===== config.mk =====
export PLATFORM = sky130hd
export DESIGN_NAME = lsu_dmem_port
export DESIGN_NICKNAME = d
export VERILOG_FILES = /design/src/rtl/lsu_dmem_port.sv
export SDC_FILE = /design/constraint.sdc
export NUM_CORES = 1
export LEC_CHECK = 0
export CAP_MARGIN = 5
export CORE_ASPECT_RATIO = 0.75
export CORE_UTILIZATION = 30
export CTS_CLUSTER_SIZE = 40
export DETAILED_ROUTE_END_ITERATION = 16
export HOLD_SLACK_MARGIN = 0.03
export PLACE_DENSITY_LB_ADDON = 0.12
export SLEW_MARGIN = 10
export SYNTH_ARGS = -nofsm -noshare
export SYNTH_HDL_FRONTEND = slang
export SYNTH_SLANG_ARGS = --single-unit
export TNS_END_PERCENT = 1

===== constraint.sdc =====
create_clock -name clk -period 2.2 [get_ports clk]
set_input_delay 0.33 -clock clk [delete_from_list [all_inputs] [get_ports clk]]
set_output_delay 0.33 -clock clk [all_outputs]
set_load 0.05 [all_outputs]

===== src/rtl/lsu_dmem_port.sv =====
// lsu_dmem_port
//   Load/store unit between the execute stage and port 1 of the byte-addressable
//   32-bit data RAM. One RV32I load or store per transaction: the request is
//   checked for alignment, funct3 legality and address range, then issued to the
//   RAM as a word access with a byte-lane mask and lane-replicated store data.
//   Load data is lane-aligned and sign/zero-extended before being returned. All
//   outputs are registered.
//
// Ports
//   clk, rstf                     clock, synchronous active-high reset
//   t_req_valid/ready             core request handshake
//   t_req_we/funct3/addr/wdata    request: store flag, RV32I size/sign, byte
//                                 address, right-justified store data
//   i_rsp_valid/ready             core response handshake
//   i_rsp_data/err                extended load data (0 for stores/errors), error
//   i_mem_valid/ready             RAM request handshake
//   i_mem_we/addr/data/mask       RAM write enable, word-aligned byte address,
//                                 lane-replicated data, byte-lane write mask
//   t_mem_valid/ready/data        RAM read return (ready tied high)
module lsu_dmem_port #(
    parameter int unsigned AW = 15
) (
    input  logic          clk,
    input  logic          rstf,
    input  logic          t_req_valid,
    output logic          t_req_ready,
    input  logic          t_req_we,
    input  logic [2:0]    t_req_funct3,
    input  logic [31:0]   t_req_addr,
    input  logic [31:0]   t_req_wdata,
    output logic          i_rsp_valid,
    input  logic          i_rsp_ready,
    output logic [31:0]   i_rsp_data,
    output logic          i_rsp_err,
    output logic          i_mem_valid,
    input  logic          i_mem_ready,
    output logic          i_mem_we,
    output logic [AW-1:0] i_mem_addr,
    output logic [31:0]   i_mem_data,
    output logic [3:0]    i_mem_mask,
    input  logic          t_mem_valid,
    output logic          t_mem_ready,
    input  logic [31:0]   t_mem_data
);

    typedef enum logic [1:0] {IDLE, ISSUE, RDWAIT, RESP} state_t;

    state_t      state;
    logic        we_q;
    logic [2:0]  f3_q;
    logic [1:0]  off_q;

    logic        req_err;
    logic        bad_f3;
    logic        misal;
    logic        out_of_range;
    logic [3:0]  st_mask;
    logic [31:0] st_data;
    logic [31:0] rd_shift;
    logic [31:0] ld_data;

    assign t_mem_ready = 1'b1;

    // Request legality and store lane generation, evaluated on the live request
    // so the accept edge can register everything in one step.
    always_comb begin
        bad_f3 = t_req_we ? (t_req_funct3 > 3'd2)
                          : (t_req_funct3 == 3'd3 || t_req_funct3 == 3'd6 ||
                             t_req_funct3 == 3'd7);
        misal  = ((t_req_funct3[1:0] == 2'd1) && t_req_addr[0]) ||
                 ((t_req_funct3 == 3'd2) && (t_req_addr[1:0] != 2'b00));
        out_of_range = |(t_req_addr >> AW);
        req_err = bad_f3 | misal | out_of_range;

        st_mask = 4'b1111;
        st_data = t_req_wdata;
        case (t_req_funct3[1:0])
            2'd0: begin
                st_mask = 4'b0001 << t_req_addr[1:0];
                st_data = {4{t_req_wdata[7:0]}};
            end
            2'd1: begin
                st_mask = t_req_addr[1] ? 4'b1100 : 4'b0011;
                st_data = {2{t_req_wdata[15:0]}};
            end
            default: begin
                st_mask = 4'b1111;
                st_data = t_req_wdata;
            end
        endcase
    end

    // Read word alignment and extension for the captured load.
    always_comb begin
        rd_shift = t_mem_data >> {off_q, 3'b000};
        case (f3_q)
            3'd0:    ld_data = {{24{rd_shift[7]}}, rd_shift[7:0]};
            3'd4:    ld_data = {24'h000000, rd_shift[7:0]};
            3'd1:    ld_data = {{16{rd_shift[15]}}, rd_shift[15:0]};
            3'd5:    ld_data = {16'h0000, rd_shift[15:0]};
            default: ld_data = rd_shift;
        endcase
    end

    always_ff @(posedge clk) begin
        if (rstf) begin
            state       <= IDLE;
            we_q        <= 1'b0;
            f3_q        <= '0;
            off_q       <= '0;
            t_req_ready <= 1'b0;
            i_rsp_valid <= 1'b0;
            i_rsp_data  <= '0;
            i_rsp_err   <= 1'b0;
            i_mem_valid <= 1'b0;
            i_mem_we    <= 1'b0;
            i_mem_addr  <= '0;
            i_mem_data  <= '0;
            i_mem_mask  <= '0;
        end else begin
            case (state)
                IDLE: begin
                    if (t_req_valid && t_req_ready) begin
                        we_q        <= t_req_we;
                        f3_q        <= t_req_funct3;
                        off_q       <= t_req_addr[1:0];
                        t_req_ready <= 1'b0;
                        if (req_err) begin
                            state       <= RESP;
                            i_rsp_valid <= 1'b1;
                            i_rsp_err   <= 1'b1;
                            i_rsp_data  <= '0;
                        end else begin
                            state       <= ISSUE;
                            i_mem_valid <= 1'b1;
                            i_mem_we    <= t_req_we;
                            i_mem_addr  <= {t_req_addr[AW-1:2], 2'b00};
                            i_mem_mask  <= t_req_we ? st_mask : 4'b0000;
                            i_mem_data  <= t_req_we ? st_data : '0;
                        end
                    end else begin
                        // Ready rises one cycle after reset release.
                        t_req_ready <= 1'b1;
                    end
                end
                ISSUE: begin
                    if (i_mem_ready) begin
                        i_mem_valid <= 1'b0;
                        if (we_q) begin
                            state       <= RESP;
                            i_rsp_valid <= 1'b1;
                            i_rsp_err   <= 1'b0;
                            i_rsp_data  <= '0;
                        end else begin
                            state <= RDWAIT;
                        end
                    end
                end
                RDWAIT: begin
                    if (t_mem_valid) begin
                        state       <= RESP;
                        i_rsp_valid <= 1'b1;
                        i_rsp_err   <= 1'b0;
                        i_rsp_data  <= ld_data;
                    end
                end
                RESP: begin
                    if (i_rsp_ready) begin
                        state       <= IDLE;
                        i_rsp_valid <= 1'b0;
                        i_rsp_err   <= 1'b0;
                        i_rsp_data  <= '0;
                        t_req_ready <= 1'b1;
                    end
                end
                default: state <= IDLE;
            endcase
        end
    end

endmodule


* After elaboration in Yosys (flattened, before gate mapping)
Index checks and enable logic that the tools add are counted.
Word-level totals: flip-flop bits (word level) 94, input bits 106, logic and storage cells 95
Cells by class: order comparisons 1, eq/ne operators 18, shift operators 2, muxes and demuxes 39, bitwise logic cells 3, reduce and logical (&&, ||, !) cells 19
Operator list (number):
- $pmux W32 S4 | 2
- $mux W32 | 7
- $pmux W32 S2 | 1
- $shr A32 B5 Y32 | 1
- $reduce_or A17 Y1 | 1
- $mux W1 | 16
- $ne A2 B2 Y1 const B | 7
- $eq A3 B3 Y1 const B | 4
- $mux W2 | 5
- $mux W4 | 2
- $pmux W1 S4 | 2
- $pmux W2 S4 | 1
- $pmux W4 S2 | 1
- $reduce_and A4 Y1 | 2
- $eq A3 B2 Y1 const B | 2
- $reduce_and A6 Y1 | 1
- $reduce_bool A2 Y1 | 3
- $eq A2 B1 Y1 const B | 2
- $eq A2 B2 Y1 const B | 2
- $logic_not A2 Y1 | 2
- $pmux W1 S2 | 2
- $reduce_and A2 Y1 | 2
- $shl A1 B2 Y4 const A | 1
- $eq A3 B1 Y1 const B | 1
- other kinds (7) | 12

* Logic depth before layout (Yosys ltp)
depth in word-level cells 9, gate-level depth with buffers 10

* Least setup slack after synthesis
No wires, ideal clock.
path type reg2reg, start register t_req_ready, end register i_rsp_data[31], setup time 0.088 ns, data arrival time 2.247 ns, slack -0.135 ns, stages on the path, launching flop included 8, path buffers 2, path through dfxtp_1 > nand2_1 > a2111oi_2 > o21a_1 > buf_2 > clkbuf_1 > a21oi_1 > a311oi_2
Between the ends: cells in the longest elaborated chain, start to end 3
RTL lines:
- start: declaration | RTL line 26 | output logic t_req_ready,
- start signal: assignment | RTL line 111 | t_req_ready <= 1'b0;
- start signal: assignment | RTL line 127 | t_req_ready <= 1'b0;
- start signal: assignment | RTL line 143 | t_req_ready <= 1'b1;
- $logic_and A1 B1 Y1 | RTL line 123 | if (t_req_valid && t_req_ready) begin
- $ne A2 B2 Y1 (no source line)
- $reduce_and A6 Y1 (no source line)
- end signal: assignment | RTL line 164 | i_rsp_data <= ld_data;
- end: declaration | RTL line 33 | output logic [31:0] i_rsp_data,
Every way passes these cells. A chain may end at the register's enable or synchronous reset.

* Worst setup path in the final report
start input port t_req_addr[24], end register i_rsp_data[31]
Between the ends: cells in the longest elaborated chain, start to end 4
RTL lines:
- start: declaration | RTL line 29 | input logic [31:0] t_req_addr,
- $reduce_or A17 Y1 | RTL line 72 | out_of_range = |(t_req_addr >> AW);
- $or A1 B1 Y1 | RTL line 73 | req_err = bad_f3 | misal | out_of_range;
- $ne A2 B2 Y1 (no source line)
- $reduce_and A6 Y1 (no source line)
Every way passes these cells.

==> impl_summary.log <==
INFO  metric postSynthCellCount = a little under 500
INFO  metric detailedRoute.firstIterationViolations = 283
INFO  metric post-route-period-util = slightly below 100%
INFO  metric powerDensity = roughly 940 mW/mm^2
INFO  metric yosys_register_bits = 94
INFO  metric finalHoldViolations = 0
INFO  metric number_of_placement_rows = 38
INFO  metric initial_core_util = between 30% and 40%
INFO  metric synth_top_flop_cell = dfxtp_1
INFO  metric power.total = 6.88 mW
INFO  metric cts_root_buffer = clkbuf_16
INFO  metric grt_busiest_layer = met2
INFO  metric cts.path.max_buffers = 2
INFO  metric worst_hold_path.endpoint = f3_q[2]$_SDFFE_PP0P_
INFO  metric dp_slack = -0.515 ns
INFO  metric yosys.area_share.adder = between 1 and 1.5%
INFO  metric final_util = roughly 50%
INFO  metric clock_skew = around 0.0056 ns
INFO  metric die_area = approximately 0.016 mm^2
INFO  metric synth_largest_area_cell = dfxtp_1
INFO  metric grt_pass1_wl = roughly 23000 um
INFO  metric synth_top_family_by_area = compound AO/OA/AOI/OAI gates
INFO  metric number_of_antenna_violations_at_the_first_check_in_global_routing = 0
INFO  metric chipWidth = around 140 um
INFO  metric maxCapViolCount = 0
INFO  metric worst-r2r-setup-slack = approximately 0.10 ns
INFO  metric netlist_top_cells_area = dfxtp_1 41%, mux2i_1 12%, a21oi_1 4.9%
INFO  metric startpoint_of_the_most_critical_hold_path = t_req_funct3[2]
INFO  metric muxShareOfSynthArea = between 10% and 20%
INFO  metric setup-violations-final = 0
INFO  metric worstSetupPathType = input pin to flop
INFO  metric first_pass_iters = 7
INFO  metric category_of_the_worst_setup_path_capture_point = flop
INFO  metric routedWlPerCell = 17.2 um
INFO  metric gr-usage-met3 = 5.31%
INFO  metric synth-edff-count = 0
INFO  metric hpwl = ~11000 um
INFO  metric routabilityCongestion = 0.854
INFO  metric period_needed = 2.14 ns
INFO  metric reg2regPathDepth = 8
INFO  metric synth_compound_gate_area_share = a little under a quarter
INFO  metric finalWirelength = 15400 um
INFO  metric synth_top_cells_by_count = 94 x dfxtp_1, 54 x mux2i_1, 45 x a21oi_1
INFO  metric cts_hold_buffers = 0
INFO  metric grt-ovfl-total = 0
INFO  metric cts-htree-levels = 3
INFO  metric netlist_area = between 0.004 and 0.005 mm^2
INFO  metric grt_use_met1 = between 20% and 30%
INFO  metric design_area = ~0.0073 mm^2
INFO  metric holdCritPathClass = input pin to flop
INFO  metric timing.hold.worst_path_depth = 4
INFO  metric synthSimpleGateAreaFrac = 16.0%
INFO  metric synth.lib_cells_used.distinct = 48
INFO  metric die_y = 109 um
INFO  metric finalSetupTns = 0 ns
INFO  metric seq_area_frac_synth = 41.1%
INFO  metric yosysWarnings = 0
INFO  metric setup.worst_path.start_class = input pin
INFO  metric antenna_violating_nets_post_route = 0
INFO  metric detail_route.vias_per_cell = between 5 and 6
INFO  metric rr_startpoint = state[1]$_SDFFE_PP0P_
INFO  metric run_status = finished, final reports clean
INFO  metric timing_max_transition_violations_final = 0
INFO  metric insertedDiodeCount = 0
INFO  metric fraction_of_synthesized_cell_area_in_xor_and_xnor_cells = 0%
INFO  metric clock_latency = 0.34 ns
INFO  metric cts.clk_slew.worst_paths = roughly 0.070 ns
INFO  metric tritoncts.num_buffers = 9
INFO  metric max_freq = ~0.47 GHz
INFO  metric tritoncts_num_sinks = 94
INFO  metric syn-mean-instance-area = about 9.3 um^2
INFO  metric p_leak = 2.76 nW
INFO  metric worst_slew_margin_relative_to_its_limit = a little under a third
INFO  metric critical_path_required = roughly 2.5 ns
INFO  metric grt_pass1_vias = 4204
INFO  metric layout_setup_ws = slightly above 0.06 ns
INFO  metric regToRegEndpoint = i_rsp_data[24]$_SDFFE_PP0P_
INFO  metric worst_path_arrival_time = ~2.4 ns
INFO  metric grt_max_degree = 38
INFO  metric worst_pin_slew = 1.02 ns
INFO  metric drc = 0
INFO  metric routed-via-count = between 4000 and 5000
INFO  metric yosysMostFrequentCell = dfxtp_1
INFO  metric synthDominantCellAreaShare = just over 40%
INFO  metric globalRouteMet2Util = between 20 and 30%
INFO  metric core_region_area = about 0.015 mm^2
INFO  metric placement.io_buffers = between 150 and 200
INFO  metric total_cell_area_at_the_placement_stage = around 0.0068 mm^2
INFO  metric post_synthesis_async_set_or_reset_flop_share = 0%
INFO  metric syn_to_layout_area_delta = 59.8%
INFO  metric design.final.nets = 802
INFO  metric peakVddDrop = just over 0.8 mV
INFO  metric boundaryPins = around 200
INFO  metric tritoncts = built
INFO  metric ratio_of_cells_with_drive_above_1_in_the_final_layout = a little over an eighth
INFO  metric groute.usage.overall = 18.8%
INFO  metric path_max_fanout = 8
power breakdown:
group / internal, mW / switching, mW
clock network: 0.888 / 0.693
registers: 1.93 / 0.158
logic: 1.30 / 1.91
total: 4.12 / 2.76
logic make-up after synthesis:
logic type | Yosys count
muxes | 58
buffers and inverters | 50
adders and majority gates | 4
DFF | 94
and+or+nand+nor | 136
AOI/OAI and AO/OA | 149
other | 2
cells in the final DEF, fill, tap and decap left out, types with 4 or more instances in the layout:
cell type,Yosys,routed
dlymetal6s2s_1,0,12
a41o_1,7,7
nor4_4,1,4
a311oi_1,16,12
mux2i_1,54,54
and2_4,1,5
inv_1,5,5
a311oi_2,1,5
a21oi_1,45,43
nand2_1,40,40
dfxtp_1,94,92
or2_2,10,10
nor2b_1,12,12
nand4_1,7,7
clkdlybuf4s50_1,0,178
a22o_1,16,16
buf_4,3,32
buf_12,0,4
o21ai_0,23,23
nand2b_1,22,22
clkbuf_16,0,10
o2bb2ai_1,20,20
a211o_1,7,7
nor2_1,24,22
nand3_1,6,6
worst max path at each step:
stage,start,to
floorplan,state[1]$_SDFFE_PP0P_,i_rsp_data[19]$_SDFFE_PP0P_
global placement,t_req_we,i_rsp_data[31]$_SDFFE_PP0P_
detailed placement,t_req_we,i_rsp_data[31]$_SDFFE_PP0P_
CTS,t_req_funct3[2],i_rsp_data[24]$_SDFFE_PP0P_
global route,t_req_funct3[0],i_rsp_data[31]$_SDFFE_PP0P_
finish,t_req_addr[24],i_rsp_data[31]$_SDFFE_PP0P_
layer usage:
layer / routed length (um) / part of all wire, %
met1: 7330 / 48
met2: 6790 / 44
met3: 1180 / 7.7
met4: 79 / 0.51
met5: 0 / 0
state kept, by name (all words and copies together) (netlist names), 2 cells and up:
register / count
off_q: 2
i_rsp_data: 32
state: 2
i_mem_data: 32
f3_q: 3
i_mem_mask: 4
i_mem_addr: 13
metrics by stage:
stage               cells  hold slack [ns]
finish                897            0.432
global placement      874            0.433
detailed placement    874            0.443
floorplan             494            0.450
CTS                   891            0.460
global route          897            0.445
worst max-delay path, cell delays in order:
cell and delay, ns:
clkdlybuf4s50_1 0.45, nor4_4 0.26, nand4_4 0.15, or4_4 0.67
and2_4 0.25, a311oi_2 0.27
layout make-up:
class,instances,area (um^2)
inverters,5,18.8
well taps,200,250
fillers,1372,7380
multi-input cells,354,2580
clock buffers,10,229
clock inverters,6,70.1
flip-flops and latches,94,1880
repair buffers,228,2280
repair_timing:
action	in CTS	in global routing
gates resized for setup	5	30
gates cloned	1	4
endpoints found under the hold margin	0	0
endpoints found under the setup margin	46	47
pin swaps	1	8
setup buffers	0	2
Note: power is estimated with default switching activity, not from simulation.
